<file path="src/rtl/sdram_port_arbiter_if.sv">
// rtl/sdram_port_arbiter_if.sv - requester and controller signal bundle for the SDRAM port arbiter
interface sdram_port_arbiter_if #(
  parameter int NUM_PORTS         = 4,
  parameter int PORT_ADDR_WIDTH   = 25,
  parameter int DATA_WIDTH        = 16,
  parameter int DQM_WIDTH         = 2,
  parameter int PORT_OUTPUT_WIDTH = 16
);
  logic [NUM_PORTS-1:0]                 req_wr;
  logic [NUM_PORTS-1:0]                 req_rd;
  logic [NUM_PORTS*PORT_ADDR_WIDTH-1:0] req_addr;
  logic [NUM_PORTS*DATA_WIDTH-1:0]      req_data;
  logic [NUM_PORTS*DQM_WIDTH-1:0]       req_byte_en;
  logic [NUM_PORTS-1:0]                 req_ack;
  logic [NUM_PORTS-1:0]                 req_ready;
  logic [PORT_OUTPUT_WIDTH-1:0]         req_q;

  logic [PORT_ADDR_WIDTH-1:0]           ctl_addr;
  logic [DATA_WIDTH-1:0]                ctl_data;
  logic [DQM_WIDTH-1:0]                 ctl_byte_en;
  logic                                 ctl_wr;
  logic                                 ctl_rd;
  logic [PORT_OUTPUT_WIDTH-1:0]         ctl_q;
  logic                                 ctl_available;
  logic                                 ctl_ready;

  modport slave (
    input  req_wr, req_rd, req_addr, req_data, req_byte_en,
    input  ctl_q, ctl_available, ctl_ready,
    output req_ack, req_ready, req_q,
    output ctl_addr, ctl_data, ctl_byte_en, ctl_wr, ctl_rd
  );

  modport master (
    output req_wr, req_rd, req_addr, req_data, req_byte_en,
    output ctl_q, ctl_available, ctl_ready,
    input  req_ack, req_ready, req_q,
    input  ctl_addr, ctl_data, ctl_byte_en, ctl_wr, ctl_rd
  );
endinterface

</file>
<file path="src/rtl/sdram_port_arbiter.sv">
// rtl/sdram_port_arbiter.sv - round-robin arbiter sharing one SDRAM controller port among requesters
module sdram_port_arbiter #(
  parameter int NUM_PORTS         = 4,
  parameter int PORT_ADDR_WIDTH   = 25,
  parameter int DATA_WIDTH        = 16,
  parameter int DQM_WIDTH         = 2,
  parameter int PORT_OUTPUT_WIDTH = 16
) (
  input logic                 clk,
  input logic                 rst,
  sdram_port_arbiter_if.slave bus
);
  localparam int             IDX_W = $clog2(NUM_PORTS);
  localparam logic [IDX_W:0] NP    = (IDX_W+1)'(NUM_PORTS);

  typedef enum logic [1:0] {IDLE, ISSUE, WAIT_RD, HOLD} state_t;

  state_t                       state_q, state_d;
  logic [IDX_W-1:0]             owner_q, owner_d, last_q, last_d, win;
  logic [PORT_ADDR_WIDTH-1:0]   addr_q, addr_d, sel_addr;
  logic [DATA_WIDTH-1:0]        data_q, data_d, sel_data;
  logic [DQM_WIDTH-1:0]         ben_q, ben_d, sel_ben;
  logic [PORT_OUTPUT_WIDTH-1:0] rq_q, rq_d;
  logic                         op_wr_q, op_wr_d, rdy_q, rdy_d;
  logic                         sel_wr, found;
  logic [NUM_PORTS-1:0]         pending;
  logic [IDX_W:0]               probe;

  assign pending = bus.req_wr | bus.req_rd;

  // First pending port strictly after the last grant, wrapping around.
  always_comb begin
    found = 1'b0;
    win   = last_q;
    probe = '0;
    for (int k = 1; k <= NUM_PORTS; k++) begin
      probe = {1'b0, last_q} + (IDX_W+1)'(k);
      if (probe >= NP) probe = probe - NP;
      if (!found && pending[probe[IDX_W-1:0]]) begin
        found = 1'b1;
        win   = probe[IDX_W-1:0];
      end
    end
  end

  always_comb begin
    sel_addr = '0;
    sel_data = '0;
    sel_ben  = '0;
    sel_wr   = 1'b0;
    for (int i = 0; i < NUM_PORTS; i++) begin
      if (IDX_W'(i) == win) begin
        sel_addr = bus.req_addr[i*PORT_ADDR_WIDTH +: PORT_ADDR_WIDTH];
        sel_data = bus.req_data[i*DATA_WIDTH +: DATA_WIDTH];
        sel_ben  = bus.req_byte_en[i*DQM_WIDTH +: DQM_WIDTH];
        sel_wr   = bus.req_wr[i];
      end
    end
  end

  always_ff @(posedge clk or posedge rst) begin
    if (rst) begin
      state_q <= IDLE;
      owner_q <= '0;
      last_q  <= IDX_W'(NUM_PORTS-1);
      addr_q  <= '0;
      data_q  <= '0;
      ben_q   <= '0;
      op_wr_q <= 1'b0;
      rq_q    <= '0;
      rdy_q   <= 1'b0;
    end else begin
      state_q <= state_d;
      owner_q <= owner_d;
      last_q  <= last_d;
      addr_q  <= addr_d;
      data_q  <= data_d;
      ben_q   <= ben_d;
      op_wr_q <= op_wr_d;
      rq_q    <= rq_d;
      rdy_q   <= rdy_d;
    end
  end

  always_comb begin
    state_d = state_q;
    owner_d = owner_q;
    last_d  = last_q;
    addr_d  = addr_q;
    data_d  = data_q;
    ben_d   = ben_q;
    op_wr_d = op_wr_q;
    rq_d    = rq_q;
    rdy_d   = 1'b0;
    case (state_q)
      IDLE: begin
        if (found && bus.ctl_available) begin
          state_d = ISSUE;
          owner_d = win;
          last_d  = win;
          addr_d  = sel_addr;
          data_d  = sel_data;
          ben_d   = sel_ben;
          op_wr_d = sel_wr;
        end
      end
      ISSUE:   state_d = op_wr_q ? HOLD : WAIT_RD;
      // HOLD absorbs the controller's one-cycle delay in dropping ctl_available.
      HOLD:    state_d = IDLE;
      WAIT_RD: begin
        if (bus.ctl_ready) begin
          rq_d    = bus.ctl_q;
          rdy_d   = 1'b1;
          state_d = IDLE;
        end
      end
      default: state_d = IDLE;
    endcase
  end

  always_comb begin
    bus.req_ack   = '0;
    bus.req_ready = '0;
    bus.ctl_wr    = 1'b0;
    bus.ctl_rd    = 1'b0;
    if (state_q == ISSUE) begin
      bus.req_ack[owner_q] = 1'b1;
      bus.ctl_wr           = op_wr_q;
      bus.ctl_rd           = !op_wr_q;
    end
    if (rdy_q) bus.req_ready[owner_q] = 1'b1;
  end

  assign bus.ctl_addr    = addr_q;
  assign bus.ctl_data    = data_q;
  assign bus.ctl_byte_en = ben_q;
  assign bus.req_q       = rq_q;
endmodule

</file>
<file path="src/flat_wrapper.sv">
// flat-port wrapper written by rule: the top's interface ports become plain ports
module sdram_port_arbiter_flat 
#(
  parameter int NUM_PORTS         = 4,
  parameter int PORT_ADDR_WIDTH   = 25,
  parameter int DATA_WIDTH        = 16,
  parameter int DQM_WIDTH         = 2,
  parameter int PORT_OUTPUT_WIDTH = 16
)
  (clk, rst, bus_req_wr, bus_req_rd, bus_req_addr, bus_req_data, bus_req_byte_en, bus_ctl_q, bus_ctl_available, bus_ctl_ready, bus_req_ack, bus_req_ready, bus_req_q, bus_ctl_addr, bus_ctl_data, bus_ctl_byte_en, bus_ctl_wr, bus_ctl_rd);
  sdram_port_arbiter_if #(.NUM_PORTS(NUM_PORTS), .PORT_ADDR_WIDTH(PORT_ADDR_WIDTH), .DATA_WIDTH(DATA_WIDTH), .DQM_WIDTH(DQM_WIDTH), .PORT_OUTPUT_WIDTH(PORT_OUTPUT_WIDTH)) bus_i ();
  input logic clk;
  input logic rst;
  input wire logic [$bits(bus_i.req_wr)-1:0] bus_req_wr;
  input wire logic [$bits(bus_i.req_rd)-1:0] bus_req_rd;
  input wire logic [$bits(bus_i.req_addr)-1:0] bus_req_addr;
  input wire logic [$bits(bus_i.req_data)-1:0] bus_req_data;
  input wire logic [$bits(bus_i.req_byte_en)-1:0] bus_req_byte_en;
  input wire logic [$bits(bus_i.ctl_q)-1:0] bus_ctl_q;
  input wire logic [$bits(bus_i.ctl_available)-1:0] bus_ctl_available;
  input wire logic [$bits(bus_i.ctl_ready)-1:0] bus_ctl_ready;
  output wire logic [$bits(bus_i.req_ack)-1:0] bus_req_ack;
  output wire logic [$bits(bus_i.req_ready)-1:0] bus_req_ready;
  output wire logic [$bits(bus_i.req_q)-1:0] bus_req_q;
  output wire logic [$bits(bus_i.ctl_addr)-1:0] bus_ctl_addr;
  output wire logic [$bits(bus_i.ctl_data)-1:0] bus_ctl_data;
  output wire logic [$bits(bus_i.ctl_byte_en)-1:0] bus_ctl_byte_en;
  output wire logic [$bits(bus_i.ctl_wr)-1:0] bus_ctl_wr;
  output wire logic [$bits(bus_i.ctl_rd)-1:0] bus_ctl_rd;
  assign bus_i.req_wr = bus_req_wr;
  assign bus_i.req_rd = bus_req_rd;
  assign bus_i.req_addr = bus_req_addr;
  assign bus_i.req_data = bus_req_data;
  assign bus_i.req_byte_en = bus_req_byte_en;
  assign bus_i.ctl_q = bus_ctl_q;
  assign bus_i.ctl_available = bus_ctl_available;
  assign bus_i.ctl_ready = bus_ctl_ready;
  assign bus_req_ack = bus_i.req_ack;
  assign bus_req_ready = bus_i.req_ready;
  assign bus_req_q = bus_i.req_q;
  assign bus_ctl_addr = bus_i.ctl_addr;
  assign bus_ctl_data = bus_i.ctl_data;
  assign bus_ctl_byte_en = bus_i.ctl_byte_en;
  assign bus_ctl_wr = bus_i.ctl_wr;
  assign bus_ctl_rd = bus_i.ctl_rd;
  sdram_port_arbiter #(.NUM_PORTS(NUM_PORTS), .PORT_ADDR_WIDTH(PORT_ADDR_WIDTH), .DATA_WIDTH(DATA_WIDTH), .DQM_WIDTH(DQM_WIDTH), .PORT_OUTPUT_WIDTH(PORT_OUTPUT_WIDTH)) u_core (.clk(clk), .rst(rst), .bus(bus_i));
endmodule
</file>
<file path="config.mk">
export PLATFORM = sky130hd
export DESIGN_NAME = sdram_port_arbiter_flat
export DESIGN_NICKNAME = d
export VERILOG_FILES = /design/src/rtl/sdram_port_arbiter_if.sv /design/src/rtl/sdram_port_arbiter.sv /design/src/flat_wrapper.sv
export SDC_FILE = /design/constraint.sdc
export NUM_CORES = 1
export LEC_CHECK = 0
export BUFFER_PORTS_ARGS = -buffer_cell sky130_fd_sc_hd__buf_4
export CAP_MARGIN = 20
export CELL_PAD_IN_SITES_DETAIL_PLACEMENT = 1
export CELL_PAD_IN_SITES_GLOBAL_PLACEMENT = 2
export CORE_MARGIN = 3
export CORE_UTILIZATION = 23
export CTS_BUF_LIST = sky130_fd_sc_hd__clkbuf_8
export CTS_CLUSTER_DIAMETER = 100
export DETAILED_ROUTE_END_ITERATION = 7
export PLACE_DENSITY_LB_ADDON = 0.3
export SLEW_MARGIN = 15
export SYNTH_ARGS = -nofsm -noshare
export SYNTH_HDL_FRONTEND = slang
export SYNTH_SLANG_ARGS = --single-unit
</file>
<file path="constraint.sdc">
create_clock -name clk -period 2.85 [get_ports clk]
set_clock_uncertainty 0.2 [all_clocks]
set_input_delay 0.57 -clock clk [delete_from_list [all_inputs] [get_ports clk]]
set_output_delay 0.57 -clock clk [all_outputs]
set_load 0.02 [all_outputs]
</file>
==> flow_summary.yaml <==
timing:
  hold_viol: 0
  maxClockFrequency_mhz: 407
  tightest_slew_ns: 0.665
  drv_slew: 0
  fin_crit_ns: 2.46
  finalSetupViolCount: 0
  finalCritPeriodShare: 0.863
  rsz0062_at_grt: "false"
  max_slew_margin: 0.556
  tns_ns: 0
drt:
  antenna_left: 0
  dr.first_iter.drc_count: 183
  viasPerCell: 4.67
  wl_per_cell_microns: 18.3
  drtPass1Iterations: 4
  dr_total_vias: 3981
  finalWirelength_mm: 15.6
  drc: 0
floorplan:
  start_util: 0.241
  dieArea_sq_um: 17800
  num_rows: 45
  io_pins: 269
  die_y_microns: 134
  fp.coreArea_sq_um: 15500
  die_x_microns: 134
clock_network:
  clock-root-buffer: "clkbuf_8"
  htreeDepth: 3
  clk_latency_ns: 0.35
  cts_made_buffers: 9
  cts_tree: "built"
  holdBufCountCts: 0
  clock_path_buffers: 2
  cts_sinks: 67
  cts_resized: 0
  cts_setup_buffers: 0
  clk_pin_slew_ns: 0.08
synthesis:
  synth_nets: 573
  avgSynthCellArea_sq_um: 10.0
  synth_top_area_frac: 0.435
  syn_inst: 373
  synthTopCellsByArea: "dfrtp_1 43%, mux2i_1 23%, o221ai_1 10%"
  ys_types: 34
  syn_area_sq_um: 3740
  ys_seq_area_frac: 0.449
  synth_top_area_cell: "dfrtp_1"
  ys_seq_elements: 67
  ys_warn_count: 0
power:
  internal_power_mw: 3.39
  power.leakage_nw: 3.33
  p_comb_frac: 0.577
  netSwitchingFraction: 0.433
  vdd.ir_drop.worst_uv: 484
  switching_power_mw: 2.59
  p_per_area_nw_per_um2: 963
  seqPwrFrac: 0.288
  clkPwrFrac: 0.135
  power_mw: 5.98
critical_path:
  critPathRequiredTime_ns: 2.87
  worstSetupStartpointType: "flip-flop"
  worstReg2RegStart: "u_core.last_q[0]"
  cpPeakStageDelay_ns: 0.59
  arrival_ns: 2.48
  path_class: "flip-flop to flip-flop"
  crit_start: "u_core.last_q[0]"
  cp_max_fo: 56
  end_kind: "flip-flop"
  cp_num_buf_inv: 1
  crit_family: "flip-flops"
  cp_slowest_cell: "dfstp_2"
  crit_chain: "or3b_1, a211oi_2, nor3_2, buf_12, mux2i_1, o221ai_1"
layout:
  final_nets: 837
  diodes: 0
  final-instance-count-excl-fill: 853
  fill_cells: 1824
  syn_to_final_growth_pct: 66.2
  drive_above_1_share: 0.477
grt:
  grt_pass1_vias: 4462
  grt_overflow: 0
  antenna_found_initial: 0
  grt_max_degree: 57
  gr-usage-all-layers: 0.173
  grt_pass1_wl_mm: 24.6
placed_design:
  port_buffers: 268
  gp_congestion: 0.850
  dpl.hpwl_mm: 12.5
  dp_cells: 837
flow_run:
  drv_cap: 0
outcome:
  status: "finished, final reports clean"
hold_path:
  min_path_type: "primary input to async pin"
==> state kept, by name (all words and copies together), names as in the netlist <==
signal                  cells
u_core.op_wr_q              1
u_core.state_q              2
u_core.bus.ctl_data        16
u_core.bus.ctl_byte_en      2
u_core.last_q               2
u_core.rdy_q                1
u_core.bus.req_q           16
u_core.bus.ctl_addr        25
u_core.owner_q              2
==> cell families after synthesis <==
| group | after synthesis | synth area share |
|---|---|---|
| multiplexers | 86 | 0.230 |
| flip-flops | 67 | 0.449 |
| AND/OR/NAND/NOR | 123 | 0.139 |
| AO/OA/AOI/OAI | 64 | 0.141 |
| buffers and inverters | 33 | 0.0415 |
==> path summary, 6_finish.rpt <==
| path | endpoint | slack [ns] | cells after the start |
|---|---|---|---|
| worst min register to register | u_core.bus.req_q[4] | 0.27 | 2 |
| min in group clk | u_core.bus.req_q[3] | 0.20 | 3 |
| max in group asynchronous | u_core.bus.ctl_addr[5] | 1.57 | 3 |
| worst max-delay path | u_core.bus.ctl_data[1] | 0.39 | 6 |
| worst max register to register | u_core.bus.ctl_data[1] | 0.39 | 6 |
| worst min-delay path | u_core.bus.req_q[3] | 0.11 | 2 |
==> power by group through the flow <==
stage,Combinational [mW],Clock [mW],Sequential [mW]
floorplan,1.70,0,2.13
global placement,3.46,0,1.71
detailed placement,3.53,0,1.73
CTS,3.53,0.845,1.73
global route,3.77,0.888,1.78
finish,3.46,0.807,1.72
==> per-layer routing <==
| metal | track usage | routed length, microns | vias to the layer above |
|---|---|---|---|
| li1 | - | - | 1898 |
| met1 | 0.202 | 5990 | 1934 |
| met2 | 0.307 | 8370 | 125 |
| met3 | 0.0370 | 793 | 24 |
| met4 | 0.0754 | 442 | 0 |
| met5 | 0 | 0 | - |
==> per-stage QoR <==
stage | setup slack (ns) | util | cell area [sq um] | hold WS [ns]
floorplan | 0.400 | - | 3740 | 0.297
global placement | 0.238 | 0.387 | 6020 | 0.262
detailed placement | 0.171 | 0.387 | 6020 | 0.265
CTS | 0.379 | 0.400 | 6210 | 0.115
global route | 0.273 | 0.400 | 6210 | 0.160
finish | 0.391 | 0.400 | 6210 | 0.113
==> cell usage after synthesis, drive strengths merged <==
master and instances:
a21oi 4, or4 1, nand3 3, a21o 1, and3b 2, a211oi 3, nor2 8, nor4 2
clkinv 1, o21ai 3, or3b 1, nand2 95, dfrtp 65, a22o 1, nand3b 1, nor3b 3
o21ba 1, o31ai 2, o311ai 1, nor3 3, nand2b 2, dfstp 2, a211o 1, mux2i 86
a31oi 1, o221ai 43, o21a 2, and3 2, o21bai 1, inv 3, buf 10, clkbuf 19
==> worst register-to-register path: stages, from the launching register on <==
cell and delay, ns:
dfstp_2 0.59, or3b_1 0.40, a211oi_2 0.34, nor3_2 0.13, buf_12 0.27, mux2i_1 0.26, o221ai_1 0.15
==> cell type report <==
cell class	instances	area [sq um]	area share
clock buffers	10	138	0.0221
clock inverters	6	56.3	0.00906
inverters	4	15.0	0.00242
multi-input cells	273	1920	0.309
flip-flops and latches	67	1680	0.270
well taps	211	264	0.0425
repair buffers	282	2140	0.345
==> cells in the final DEF (no fill, tap or decap), types with 3 or more instances in the layout <==
master    netlist  final
buf_4           0    280
dfrtp_1        65     65
nor3b_1         3      3
clkinv_2        0      3
inv_1           3      3
o221ai_1       43     43
clkbuf_8        0     10
nor2_1          8      8
nand2_1        95     93
a21oi_1         4      4
o21ai_0         3      3
mux2i_1        86     86
No activity file was read; power rests on OpenSTA's default activity.
